==> src/rtl/seq_addsub_pkg.sv <==
// Shared definitions for the sequential adder/subtractor: FSM encoding and
// the counter-width helper.
package seq_addsub_pkg;

    typedef enum logic [1:0] {
        IDLE = 2'b00,
        RUN  = 2'b01,
        DONE = 2'b10
    } state_t;

    // A single-chunk build still needs a one-bit counter to keep the ports legal.
    function automatic int cnt_width(input int n);
        return (n > 1) ? $clog2(n) : 1;
    endfunction

endpackage

==> src/rtl/seq_addsub_ripple.sv <==
// One-bit full adder cell and the N-bit ripple chain built from it; the
// sequential adder instantiates a single chain of CHUNK bits.
module fulladder (
    input  logic a,
    input  logic b,
    input  logic cin,
    output logic s,
    output logic cout
);

    assign s    = a ^ b ^ cin;
    assign cout = (a & b) | (cin & (a ^ b));

endmodule

module ripple_adder_n #(
    parameter int N = 4
) (
    input  logic [N-1:0] A,
    input  logic [N-1:0] B,
    input  logic         Cin,
    output logic [N-1:0] S,
    output logic         Cout
);

    logic [N:0] c;

    assign c[0] = Cin;
    assign Cout = c[N];

    for (genvar i = 0; i < N; i++) begin : g_bit
        fulladder u_fa (
            .a    (A[i]),
            .b    (B[i]),
            .cin  (c[i]),
            .s    (S[i]),
            .cout (c[i+1])
        );
    end

endmodule

==> src/rtl/seq_addsub.sv <==
// Multi-cycle adder/subtractor: one CHUNK-bit slice per cycle through a
// shared ripple adder, with valid/ready handshakes and registered flags.
module seq_addsub
    import seq_addsub_pkg::*;
#(
    parameter int WIDTH = 16,
    parameter int CHUNK = 4
) (
    input  logic             clk,
    input  logic             rst_n,
    input  logic             in_valid,
    output logic             in_ready,
    input  logic [WIDTH-1:0] a,
    input  logic [WIDTH-1:0] b,
    input  logic             cin,
    input  logic             sub,
    output logic             out_valid,
    input  logic             out_ready,
    output logic [WIDTH-1:0] sum,
    output logic             cout,
    output logic             ofl,
    output logic             zero
);

    localparam int NCHUNK = (CHUNK >= 1) ? WIDTH / CHUNK : 1;
    localparam int CW     = cnt_width(NCHUNK);
    localparam logic [CW-1:0] LAST = CW'(NCHUNK - 1);

    if (CHUNK < 1) begin : g_bad_chunk
        $error("seq_addsub: CHUNK must be at least 1");
    end else if (WIDTH % CHUNK != 0) begin : g_bad_split
        $error("seq_addsub: WIDTH must be a multiple of CHUNK");
    end

    state_t           state;
    logic [CW-1:0]    cnt;
    logic [WIDTH-1:0] a_r;
    logic [WIDTH-1:0] b_r;
    logic [WIDTH-1:0] acc;
    logic [WIDTH-1:0] acc_next;
    logic             carry;
    logic [CHUNK-1:0] a_sl;
    logic [CHUNK-1:0] b_sl;
    logic [CHUNK-1:0] s_sl;
    logic             c_out;

    always_comb begin
        a_sl = a_r[int'(cnt) * CHUNK +: CHUNK];
        b_sl = b_r[int'(cnt) * CHUNK +: CHUNK];
    end

    ripple_adder_n #(.N(CHUNK)) u_add (
        .A    (a_sl),
        .B    (b_sl),
        .Cin  (carry),
        .S    (s_sl),
        .Cout (c_out)
    );

    // Working result with the current slice merged in, so the final cycle can
    // publish the complete sum and its flags in one step.
    always_comb begin
        acc_next = acc;
        acc_next[int'(cnt) * CHUNK +: CHUNK] = s_sl;
    end

    always_ff @(posedge clk or negedge rst_n) begin
        if (!rst_n) begin
            state     <= IDLE;
            cnt       <= '0;
            a_r       <= '0;
            b_r       <= '0;
            acc       <= '0;
            carry     <= 1'b0;
            in_ready  <= 1'b1;
            out_valid <= 1'b0;
            sum       <= '0;
            cout      <= 1'b0;
            ofl       <= 1'b0;
            zero      <= 1'b0;
        end else begin
            case (state)
                IDLE: begin
                    if (in_valid && in_ready) begin
                        a_r      <= a;
                        b_r      <= sub ? ~b : b;
                        carry    <= sub | cin;
                        cnt      <= '0;
                        in_ready <= 1'b0;
                        state    <= RUN;
                    end
                end
                RUN: begin
                    acc   <= acc_next;
                    carry <= c_out;
                    if (cnt == LAST) begin
                        cnt       <= '0;
                        state     <= DONE;
                        out_valid <= 1'b1;
                        sum       <= acc_next;
                        cout      <= c_out;
                        zero      <= ~|acc_next;
                        ofl       <= (a_r[WIDTH-1] == b_r[WIDTH-1]) &&
                                     (acc_next[WIDTH-1] != a_r[WIDTH-1]);
                    end else begin
                        cnt <= cnt + 1'b1;
                    end
                end
                DONE: begin
                    if (out_ready) begin
                        out_valid <= 1'b0;
                        in_ready  <= 1'b1;
                        state     <= IDLE;
                    end
                end
                default: begin
                    state     <= IDLE;
                    cnt       <= '0;
                    in_ready  <= 1'b1;
                    out_valid <= 1'b0;
                end
            endcase
        end
    end

endmodule

==> config.mk <==
export PLATFORM = sky130hd
export DESIGN_NAME = seq_addsub
export DESIGN_NICKNAME = d
export VERILOG_FILES = /design/src/rtl/seq_addsub_pkg.sv /design/src/rtl/seq_addsub_ripple.sv /design/src/rtl/seq_addsub.sv
export SDC_FILE = /design/constraint.sdc
export NUM_CORES = 1
export LEC_CHECK = 0
export CORE_MARGIN = 5
export CORE_UTILIZATION = 59
export CTS_BUF_LIST = sky130_fd_sc_hd__clkbuf_4
export DETAILED_ROUTE_END_ITERATION = 16
export HOLD_SLACK_MARGIN = 0.1
export PLACE_DENSITY = 0.87
export REMOVE_ABC_BUFFERS = 1
export SETUP_SLACK_MARGIN = 0.15
export SLEW_MARGIN = 20
export SYNTH_ARGS = -nofsm -noshare
export SYNTH_HDL_FRONTEND = slang
export SYNTH_SLANG_ARGS = --single-unit
export TNS_END_PERCENT = 100
==> constraint.sdc <==
create_clock -name clk -period 10.5 [get_ports clk]
set_input_delay 1.575 -clock clk [delete_from_list [all_inputs] [get_ports clk]]
set_output_delay 1.575 -clock clk [all_outputs]
set_load 0.02 [all_outputs]
==> metrics <==
post-synthesis sequential area ratio=around half; fin crit share=39.1%; Die W=just under 90 µm; power share of the clock group=13.5%; post-synthesis compound-gate area fraction=between 10% and 20%; most common library cell in the layout ignoring fill and taps=dfrtp_1; Hold Crit Depth=2; Setup TNS Final=0 ns; drt total wl=roughly 7 mm; nets=between 400 and 500; WL met3=~370 µm; crit path launch type=register; Vias=2,555; Crit Path Category=register to register; Clk pin slew, worst setup/hold paths=0.11 ns; grt ovf=0; DP HPWL=5.00 mm; Max Cap Viol=0; # DRC=0; largest net degree at the start of global routing=75; ANT nets after route=0; post-synthesis adder-cell area fraction=4.32%; number of synthesized flops with an enable pin=0; crit path DAT=between 4 and 5 ns; RSZ-0062 raised after global routing=no; Hold Vio Cnt, Final=0; first-pass GRT wire length=between 10 and 15 mm; mux contribution to synthesized area=roughly 12%; Syn-to-layout area delta=20.4%; H-tree depth=3; I/O Buffers=58; most frequent cells in the layout=dfrtp_1 (73), clkdlybuf4s50_1 (57), nand2_1 (41); status=completed; GPL Wtd Cong=slightly below 0.9; RR Startpoint=cnt[0]; Die Ht=88.1 µm; Tightest Hold Check Type=register to register; share of flip-flops with an asynchronous set or reset=100%; Syn Inst Count=~340; slew margin rel.=36.7%; Most used DFF post-synth=dfrtp_1; Max Slew Vio Count=0; Worst Min Path Start=in_ready; Int Power=about 740 µW; CTS tree=done; CTS sink cnt=between 70 and 80; R2R depth=14; worst-path fanout max=20; # IOs=59; Highest Signal Layer=met4; Seq pwr share=approximately two fifths; Comb pwr share=roughly 48%; Initial Util=60.7%; Tmin final=4.11 ns; CTS Buf Count=9; CORE AREA=a little under 6000 µm²; flops & latches, synth=74; WHS Endpoint=in_ready; full die area=~7800 µm²; DR pass1 iterations=4; # hold bufs at CTS=0; reg2reg end=zero; Rows=28; CTS Buffer Depth=2; Clk Latency, worst-skew pair=between 0.4 and 0.5 ns; mean post-synth cell area=between 10 and 15 µm²; simple-gate share of the synthesized area=between 10% and 20%; xor/xnor share of the synthesized area=slightly below 4%; Net Sw Power=between 400 and 500 µW; setup violators final=0; vias in the first global route=~2,700; largest family of logic cells by synthesized area=simple AND/OR/NAND/NOR gates; routed vias/inst=5.48; post-place setup slack=between 6 and 7 ns; Root Buffer=clkbuf_4; Total GRT Usage=20.3%; post-cts gate resize count=0; initial antenna violation count=0; netlist area before placement=around 3600 µm²; Reg2Reg Setup Slack=around 6.4 ns; Critical Path RT=10.86 ns; fmax=244 MHz; peak supply drop=between 150 and 200 µV; Worst Setup Slack, final=around 6.4 ns; drt wl/cell=between 15 and 20 µm; # Post-CTS Setup Buffers=0; ant diodes=0; Switching Fraction=40.0%; synthesis warning total=0; Synth cell types=37; 1st-iter DRT viols=about 180; filler instances=427; Tightest Pin Transition=between 0.9 and 1 ns; Pleak=about 0.0019 µW; share of post-route cells with drive strength above 1=about an eighth; routed wl met2=3.46 mm; WL met1=3.17 mm; Critical Path Sink Type=register; Power Dens Cells=~290 nW/µm²; Max Clock Skew=about 0.016 ns
-- Yosys cell counts, drive strengths merged, types with 2 or more instances --
library cell | count | share of area [%]
nand2 | 42 | 4.4
nor3b | 2 | 0.42
clkbuf | 9 | 0.97
mux4 | 8 | 5.0
xnor2 | 16 | 3.9
o31ai | 2 | 0.42
ha | 6 | 2.1
nor2b | 17 | 3.0
mux2 | 19 | 6.0
and3 | 2 | 0.35
inv | 13 | 1.4
nand4 | 3 | 0.52
and2b | 2 | 0.42
dfrtp | 73 | 51
a21oi | 20 | 2.8
a31oi | 12 | 2.3
o21ai | 34 | 4.8
mux2i | 2 | 0.56
buf | 12 | 1.8
nor2 | 27 | 2.8
fa | 4 | 2.2
a22o | 2 | 0.49
-- metal layers --
layer | track usage [%] | vias to the layer above
met5 | 0 | -
met4 | 7.14 | 0
met3 | 4.80 | 15
met2 | 33.0 | 62
met1 | 27.0 | 1230
li1 | - | 1248
-- critical path, cell delays in order (launching register included) --
cell and delay, ns:
dfrtp_1 0.93, mux4_2 0.59, inv_1 0.09, fa_1 0.16, inv_1 0.05, fa_1 0.36, inv_1 0.08, fa_1 0.15
inv_1 0.05, fa_1 0.46, nor2b_1 0.18, a31oi_1 0.26, o2111ai_1 0.15, or3_1 0.41, o21ai_2 0.12
-- per-stage QoR --
stage	cells	hold slack, ns	area (µm²)	utilization, %	total power [µW]
final	466	0.485	4330	73.1	1240
after global routing	466	0.507	4330	73.1	1330
after CTS	465	0.491	4300	72.6	1230
after detailed placement	450	0.468	4180	70.6	1070
after global placement	450	0.459	4180	70.6	1040
after floorplan	316	0.442	3490	-	871
-- power groups by stage --
stage / Sequential [µW] / Combinational (µW) / Clock, µW
2_1_floorplan: 482 / 389 / 0
3_5_place_dp: 483 / 587 / 0
5_1_grt: 494 / 653 / 180
4_1_cts: 477 / 590 / 167
6_report: 477 / 592 / 167
3_3_place_gp: 475 / 564 / 0
-- flip-flops by register name, indices dropped and copies added, names as in the netlist, 2 cells and up --
register,cells
sum,16
a_r,16
cnt,2
acc,16
state,2
b_r,16
-- area by class of cell --
class / count / area, µm² / share of cell area (%)
flip-flops and latches: 74 / 1850 / 42.8
multi-input cells: 229 / 1600 / 37.0
repair buffers: 60 / 611 / 14.1
well taps: 75 / 93.8 / 2.17
clock buffers: 10 / 75.1 / 1.73
inverters: 13 / 48.8 / 1.13
clock inverters: 5 / 46.3 / 1.07
-- kinds of logic (layout without fill, tap and decap cells) --
family,Yosys count,after routing
buf+inv,34,88
fa+ha+maj,10,10
simple gates,102,102
compound gates,72,72
mux,29,29
xor+xnor,16,16
flops,74,74
-- how the worst max path moves through the flow --
| stage | from | end |
|---|---|---|
| floorplan | in_valid | a_r[0] |
| global placement | cnt[0] | zero |
| detailed placement | cnt[0] | zero |
| CTS | cnt[0] | zero |
| global route | cnt[0] | zero |
| finish | cnt[0] | zero |
Power figures use the tool's default switching activity.
